## src/rtl/route_32_1x3_if.sv

```systemverilog
// Valid/ready bundle between one word producer, the 1-to-3 router and its
// three consumers. The router sits on the slave side.
interface route_32_1x3_if;
  logic [31:0] in_data;
  logic [1:0]  in_select;
  logic        in_valid;
  logic        in_ready;
  logic [31:0] o0_data;
  logic [31:0] o1_data;
  logic [31:0] o2_data;
  logic        o0_valid;
  logic        o1_valid;
  logic        o2_valid;
  logic        o0_ready;
  logic        o1_ready;
  logic        o2_ready;

  modport master (
    output in_data, in_select, in_valid, o0_ready, o1_ready, o2_ready,
    input  in_ready, o0_data, o1_data, o2_data, o0_valid, o1_valid, o2_valid
  );

  modport slave (
    input  in_data, in_select, in_valid, o0_ready, o1_ready, o2_ready,
    output in_ready, o0_data, o1_data, o2_data, o0_valid, o1_valid, o2_valid
  );
endinterface

```

## src/rtl/route_32_1x3.sv

```systemverilog
// Registered 1-to-3 word router with a single holding register, sticky
// bad-select flag and saturating per-port delivery counters.
module route_32_1x3 #(
  parameter int CNT_W = 8
) (
  input  logic             clk,
  input  logic             rst,
  route_32_1x3_if.slave    bus,
  output logic             bad_sel,
  output logic [CNT_W-1:0] cnt0,
  output logic [CNT_W-1:0] cnt1,
  output logic [CNT_W-1:0] cnt2
);

  typedef enum logic {
    ST_EMPTY = 1'b0,
    ST_FULL  = 1'b1
  } state_e;

  state_e           state_q,   state_d;
  logic [31:0]      data_q,    data_d;
  logic [1:0]       dest_q,    dest_d;
  logic             bad_sel_q, bad_sel_d;
  logic [CNT_W-1:0] cnt_q [3];
  logic [CNT_W-1:0] cnt_d [3];

  logic port_ready_s;
  logic drain_s;
  logic in_ready_s;
  logic accept_s;

  function automatic logic [CNT_W-1:0] sat_inc(input logic [CNT_W-1:0] v);
    return (v == {CNT_W{1'b1}}) ? v : v + CNT_W'(1);
  endfunction

  // Handshake decode and next-state for the holding register and counters.
  always_comb begin
    case (dest_q)
      2'b00:   port_ready_s = bus.o0_ready;
      2'b01:   port_ready_s = bus.o1_ready;
      2'b10:   port_ready_s = bus.o2_ready;
      default: port_ready_s = 1'b0;
    endcase
    drain_s    = (state_q == ST_FULL) && port_ready_s;
    in_ready_s = (state_q == ST_EMPTY) || drain_s;
    accept_s   = bus.in_valid && in_ready_s;

    state_d   = state_q;
    data_d    = data_q;
    dest_d    = dest_q;
    bad_sel_d = bad_sel_q;

    if (accept_s) begin
      state_d = ST_FULL;
      data_d  = bus.in_data;
      if (bus.in_select == 2'b11) begin
        dest_d    = 2'b00;
        bad_sel_d = 1'b1;
      end else begin
        dest_d    = bus.in_select;
        bad_sel_d = bad_sel_q;
      end
    end else if (drain_s) begin
      state_d = ST_EMPTY;
    end else begin
      state_d = state_q;
    end

    for (int i = 0; i < 3; i++) begin
      if (drain_s && (dest_q == 2'(i))) begin
        cnt_d[i] = sat_inc(cnt_q[i]);
      end else begin
        cnt_d[i] = cnt_q[i];
      end
    end
  end

  // State register; reset wins over any accept or drain in the same cycle.
  always_ff @(posedge clk) begin
    if (rst) begin
      state_q   <= ST_EMPTY;
      data_q    <= 32'h0;
      dest_q    <= 2'b00;
      bad_sel_q <= 1'b0;
      for (int i = 0; i < 3; i++) begin
        cnt_q[i] <= '0;
      end
    end else begin
      state_q   <= state_d;
      data_q    <= data_d;
      dest_q    <= dest_d;
      bad_sel_q <= bad_sel_d;
      for (int i = 0; i < 3; i++) begin
        cnt_q[i] <= cnt_d[i];
      end
    end
  end

  assign bus.in_ready = in_ready_s;
  assign bus.o0_valid = (state_q == ST_FULL) && (dest_q == 2'b00);
  assign bus.o1_valid = (state_q == ST_FULL) && (dest_q == 2'b01);
  assign bus.o2_valid = (state_q == ST_FULL) && (dest_q == 2'b10);
  assign bus.o0_data  = bus.o0_valid ? data_q : 32'h0;
  assign bus.o1_data  = bus.o1_valid ? data_q : 32'h0;
  assign bus.o2_data  = bus.o2_valid ? data_q : 32'h0;

  assign bad_sel = bad_sel_q;
  assign cnt0    = cnt_q[0];
  assign cnt1    = cnt_q[1];
  assign cnt2    = cnt_q[2];

endmodule

```

## src/flat_wrapper.sv

```systemverilog
// flat-port wrapper written by rule: the top's interface ports become plain ports
module route_32_1x3_flat 
#(
  parameter int CNT_W = 8
)
  (clk, rst, bad_sel, cnt0, cnt1, cnt2, bus_in_data, bus_in_select, bus_in_valid, bus_o0_ready, bus_o1_ready, bus_o2_ready, bus_in_ready, bus_o0_data, bus_o1_data, bus_o2_data, bus_o0_valid, bus_o1_valid, bus_o2_valid);
  route_32_1x3_if bus_i ();
  input  logic clk;
  input  logic rst;
  output logic bad_sel;
  output logic [CNT_W-1:0] cnt0;
  output logic [CNT_W-1:0] cnt1;
  output logic [CNT_W-1:0] cnt2;
  input wire logic [$bits(bus_i.in_data)-1:0] bus_in_data;
  input wire logic [$bits(bus_i.in_select)-1:0] bus_in_select;
  input wire logic [$bits(bus_i.in_valid)-1:0] bus_in_valid;
  input wire logic [$bits(bus_i.o0_ready)-1:0] bus_o0_ready;
  input wire logic [$bits(bus_i.o1_ready)-1:0] bus_o1_ready;
  input wire logic [$bits(bus_i.o2_ready)-1:0] bus_o2_ready;
  output wire logic [$bits(bus_i.in_ready)-1:0] bus_in_ready;
  output wire logic [$bits(bus_i.o0_data)-1:0] bus_o0_data;
  output wire logic [$bits(bus_i.o1_data)-1:0] bus_o1_data;
  output wire logic [$bits(bus_i.o2_data)-1:0] bus_o2_data;
  output wire logic [$bits(bus_i.o0_valid)-1:0] bus_o0_valid;
  output wire logic [$bits(bus_i.o1_valid)-1:0] bus_o1_valid;
  output wire logic [$bits(bus_i.o2_valid)-1:0] bus_o2_valid;
  assign bus_i.in_data = bus_in_data;
  assign bus_i.in_select = bus_in_select;
  assign bus_i.in_valid = bus_in_valid;
  assign bus_i.o0_ready = bus_o0_ready;
  assign bus_i.o1_ready = bus_o1_ready;
  assign bus_i.o2_ready = bus_o2_ready;
  assign bus_in_ready = bus_i.in_ready;
  assign bus_o0_data = bus_i.o0_data;
  assign bus_o1_data = bus_i.o1_data;
  assign bus_o2_data = bus_i.o2_data;
  assign bus_o0_valid = bus_i.o0_valid;
  assign bus_o1_valid = bus_i.o1_valid;
  assign bus_o2_valid = bus_i.o2_valid;
  route_32_1x3 #(.CNT_W(CNT_W)) u_core (.clk(clk), .rst(rst), .bus(bus_i), .bad_sel(bad_sel), .cnt0(cnt0), .cnt1(cnt1), .cnt2(cnt2));
endmodule
```

## config.mk

```make
export PLATFORM = sky130hd
export DESIGN_NAME = route_32_1x3_flat
export DESIGN_NICKNAME = d
export VERILOG_FILES = /design/src/rtl/route_32_1x3_if.sv /design/src/rtl/route_32_1x3.sv /design/src/flat_wrapper.sv
export SDC_FILE = /design/constraint.sdc
export NUM_CORES = 1
export LEC_CHECK = 0
export CAP_MARGIN = 20
export CELL_PAD_IN_SITES_DETAIL_PLACEMENT = 2
export CELL_PAD_IN_SITES_GLOBAL_PLACEMENT = 2
export CORE_MARGIN = 3
export CORE_UTILIZATION = 21
export DETAILED_ROUTE_END_ITERATION = 16
export MAX_ROUTING_LAYER = met4
export PLACE_DENSITY = 0.85
export SLEW_MARGIN = 10
export SYNTH_ARGS = -nofsm -noshare
export SYNTH_HDL_FRONTEND = slang
export SYNTH_SLANG_ARGS = --single-unit
```

## constraint.sdc

```tcl
create_clock -name clk -period 1.8 [get_ports clk]
set_input_delay 0.27 -clock clk [delete_from_list [all_inputs] [get_ports clk]]
set_output_delay 0.27 -clock clk [all_outputs]
set_load 0.02 [all_outputs]
```

Word level (Yosys, flattened, before mapping):

Memories as Yosys holds them, arrays and structs flattened.
Cells that the tools add are included.

* add/subtract/negate cells: 3
* equality and inequality tests: 6
* muxes and demuxes: 19
* bitwise logic cells: 4
* reductions and logical operators: 12

Operator list (number)
* 32-bit two-way mux: 3
* 8-bit two-way mux: 9
* 8-bit by 1-bit adder with 8-bit output, second input constant: 3
* 8-bit equality test, second input constant: 3
* 1-bit logical AND: 8
* 1-bit two-way mux: 5
* 2-bit equality test, second input constant: 2
* 1-bit bitwise OR: 3
* 1-bit one-hot mux with 3 select lines: 1
* 2-bit by 1-bit equality test with 1-bit output, second input constant: 1
* 2-bit zero test: 1
* 2-bit two-way mux: 1
* 2-bit AND reduction: 1
* 2-bit nonzero test: 1
* 1-bit logical OR: 1
* 1-bit inverter: 1

* bits in registers: 36
* memory bits (writable): 24
* bits of input ports: 40
* output and inout port bits: 125
* word-level logic and storage cells: 49
* memories kept: 1

Memory list
* u_core.cnt_q: depth 3, bits a word 8, rd ports 3, clocked after memory_dff 0, wr ports 3, line route_32_1x3.sv:24 `logic [CNT_W-1:0] cnt_q [3];`

Depth between registers and ports, before layout:

* depth after elaboration: 6
* depth in mapped cells: 7
* depth with buffers taken out: 5

Worst setup path after synthesis:

OpenSTA, ideal clock, no wires.

* kind: flip-flop to output port
* start: reg u_core.dest_q[0]
* end: out bus_o0_data[22]
* arrival time: 1.430 ns
* setup slack: 0.100 ns
* cell stages (with the launch flop): 5
* path buffers: 2
* path through: dfxtp_1 buf_6 nor3b_1 clkbuf_1 and2_1

* longest elaborated chain between the ends: 3

Ends and longest elaborated chain
* from (decl): line route_32_1x3.sv:22 `logic [1:0] dest_q, dest_d;`
* from (signal assigned): line route_32_1x3.sv:91 `dest_q <= dest_d;`
* 2-bit zero test: line route_32_1x3.sv:100 `assign bus.o0_valid = (state_q == ST_FULL) && (dest_q == 2'b00);`
* 1-bit logical AND: line route_32_1x3.sv:100
* named net bus_o0_valid: line flat_wrapper.sv:24 `output wire logic [$bits(bus_i.o0_valid)-1:0] bus_o0_valid;`
* 32-bit two-way mux: line route_32_1x3.sv:103 `assign bus.o0_data = bus.o0_valid ? data_q : 32'h0;`
* to (decl): line flat_wrapper.sv:21 `output wire logic [$bits(bus_i.o0_data)-1:0] bus_o0_data;`

The timed path passes the listed nets, and every way through them passes these cells.

Worst setup path after layout:

* start: reg u_core.dest_q[0]
* end: out bus_o0_data[31]

* longest elaborated chain between the ends: 3

Ends and longest elaborated chain (line)
* 2-bit zero test: route_32_1x3.sv:100
* 1-bit logical AND: route_32_1x3.sv:100
* 32-bit two-way mux: route_32_1x3.sv:103

No other way between the ends.

==> qor.yml <==
synthesis:
  synth_top_area_share_pct: 37.5
  synth_edf_count: 0
  synth_warnings: 0
  synth_fp_nets: 443
  yosysTopAreaCell: "dfxtp_1"
  syn_area_um2: 3200
  synth_flop_cell: "dfxtp_1"
  synth-seq-cells: 60
  synth_cell_types: 35
  synthCells: 400
  ys_seq_area_share_pct: 37.5
  synthArstFlopShare_pct: 0
  avgSynthCellArea_um2: 8.00
  yosys-top-cells-area: "dfxtp_1 38%, and2_1 20%, o21ai_0 5.9%"
placed_design:
  io_buffers: 164
  gp_routability_congestion: 0.808
  dpl_cell_area_um2: 5100
  dpl.hpwl_um: 9640
min_path:
  hold_depth: 2
  hp-class: "in -> reg"
  holdCritStartpoint: "rst"
die:
  die_h_um: 129
  initial_core_util_pct: 21.8
  ios: 165
  core_um2: 14700
  die_w_um: 129
  die-area_um2: 16800
  rows: 44
grt:
  grt_max_degree: 39
  grt_pass1_vias: 3864
  grt.total_usage_pct: 17.3
  antenna_found_initial: 0
  overflow: 0
  grt_pass1_wl_um: 21900
setup_path:
  required_ps: 1530
  timing.critical_path.from: "u_core.dest_q[0]"
  crit_arrival_ps: 1550
  crit_fanout: 16
  worstSetupEndpointType: "output port"
  worst_setup_path_start_kind: "register"
  crit_type: "reg -> out"
  rr_worst_depth: 5
  regToRegStartpoint: "u_core.dest_q[0]"
clock_tree:
  clock_latency_ps: 330
  cts_tree: "built"
  clock-root-buffer: "clkbuf_16"
  cts_inserted_buffers: 9
  clockBufferDepth: 2
  cts_max_level: 3
  clk_pin_slew_ps: 50
  cts.sinks: 60
power_and_ir_drop:
  peakVddDrop_uv: 346
  leakagePower_uw: 0.00244
  cellPowerDensity_nw_per_um2: 634
final_layout:
  diodes: 0
  final_core_util_pct: 39.0
  area_delta_synth_final_pct: 79.1
  nNetsFinal: 613
  final_area_um2: 5730
  drive_gt1_share_pct: 35.1
timing:
  fin_crit_sh_pct: 101
  skew_ps: 5.23
  rsz0062_at_grt: "yes"
  period_minus_slack_ps: 1820
  worst_pin_slew_ps: 363
  fin_ws_ps: -16.5
  slew_violations: 0
  hold_violations: 0
  max_freq_mhz: 551
  timing.slew.headroom_pct: 75.5
  setup_viol: 18
route:
  vias: 3656
  viasPerCell: 4.82
  route.detailed.drc: 0
  ant_nets: 0
  finalWirelength_um: 15600
  dr.first_iter.drc_count: 158
  first_pass_iters: 4
  wl_per_cell_um: 20.6
run_status:
  outcome: "finished with violations"
  violations: "negative setup slack"
job:
  max_cap_violations: 0
[cells in the mapped netlist, drive strengths merged, types with 2 or more instances]
library cell / n
a21oi: 37
and2: 101
and3: 5
and4b: 3
buf: 7
clkbuf: 25
dfxtp: 60
ha: 3
inv: 3
mux2i: 5
nand2: 2
nand3: 35
nand4: 8
nand4b: 3
nor2: 24
nor3: 3
o2111ai: 5
o211ai: 6
o21ai: 39
xor2: 16
[stage by stage]
| stage | TNS [ps] | setup slack, ps | total power [uW] | cells | hold slack (ps) |
|---|---|---|---|---|---|
| after floorplan | 0 | 100 | 1640 | 400 | 418 |
| after global placement | -10430 | -260 | 1870 | 731 | 456 |
| after detailed placement | -19730 | -302 | 1900 | 731 | 472 |
| after CTS | -1150 | -117 | 3610 | 751 | 238 |
| after global routing | -2300 | -61.6 | 3810 | 759 | 241 |
| final | -102 | -16.5 | 3630 | 759 | 246 |
[path summary, 6_finish.rpt]
kind	to	slack (ps)
setup / recovery	bus_o0_data[31]	-20
hold / removal	u_core.cnt_q[0][10]	250
setup reg to reg	u_core.data_q[0]	80
hold reg to reg	u_core.bad_sel	480
[where the power goes]
part	internal, uW	switching (uW)
combinational	243	259
clock	1060	638
sequential	1380	55.8
[final cells by class]
type | count | area, um^2
fill | 1639 | 8970
timing repair buffer | 191 | 2010
multi-input combinational | 305 | 1990
sequential | 60 | 1210
tap | 184 | 230
clock buffer | 10 | 229
clock inverter | 6 | 55.1
inverter | 3 | 11.3
[cell usage in the layout, fill, tap and decap left out, drive strengths merged, types with 2 or more instances in the layout]
| cell | instances |
|---|---|
| and3 | 5 |
| dfxtp | 60 |
| nor3 | 3 |
| o21ai | 39 |
| nand3 | 35 |
| buf | 122 |
| inv | 3 |
| ha | 3 |
| clkbuf | 16 |
| nand4b | 3 |
| and4b | 3 |
| clkdlybuf4s50 | 63 |
| o211ai | 6 |
| o2111ai | 5 |
| clkinv | 5 |
| nand2 | 2 |
| and2 | 101 |
| xor2 | 16 |
| a21oi | 37 |
| nand4 | 8 |
| nor2 | 24 |
| mux2i | 5 |
[registers in the layout, summed over array words and instances (netlist names)]
register / cells
u_core.data_q: 32
u_core.cnt_q: 24
u_core.dest_q: 2
u_core.bad_sel: 1
u_core.state_q: 1
[logic make-up after synthesis]
logic type / synth area share (%)
AND/OR/NAND/NOR: 34.8
multiplexers: 1.56
adder cells (fa/ha/maj): 1.17
AO/OA/AOI/OAI: 15.8
XOR/XNOR: 4.38
buffers and inverters: 4.69
flip-flops: 37.5
[worst max-delay path: stages (launching register included)]
cell and delay [ps]:
dfxtp_4 370, nor3b_4 180, buf_6 170, clkbuf_16 180, and2_1 170, buf_6 130
[repair_timing]
action	CTS	global route
gates resized for setup	408	198
hold buffers	0	0
gates cloned	2	6
setup buffers	2	2
endpoints found under the setup margin	102	59
pin swaps	0	3
[routing by layer]
layer	share of wire (%)	vias up	GRT usage (%)
li1	-	1724	-
met1	42	1788	20.1
met2	51	130	30.2
met3	5.2	14	3.42
met4	1.5	0	4.95
met5	0	-	-
No activity file was read; power rests on OpenSTA's default activity.
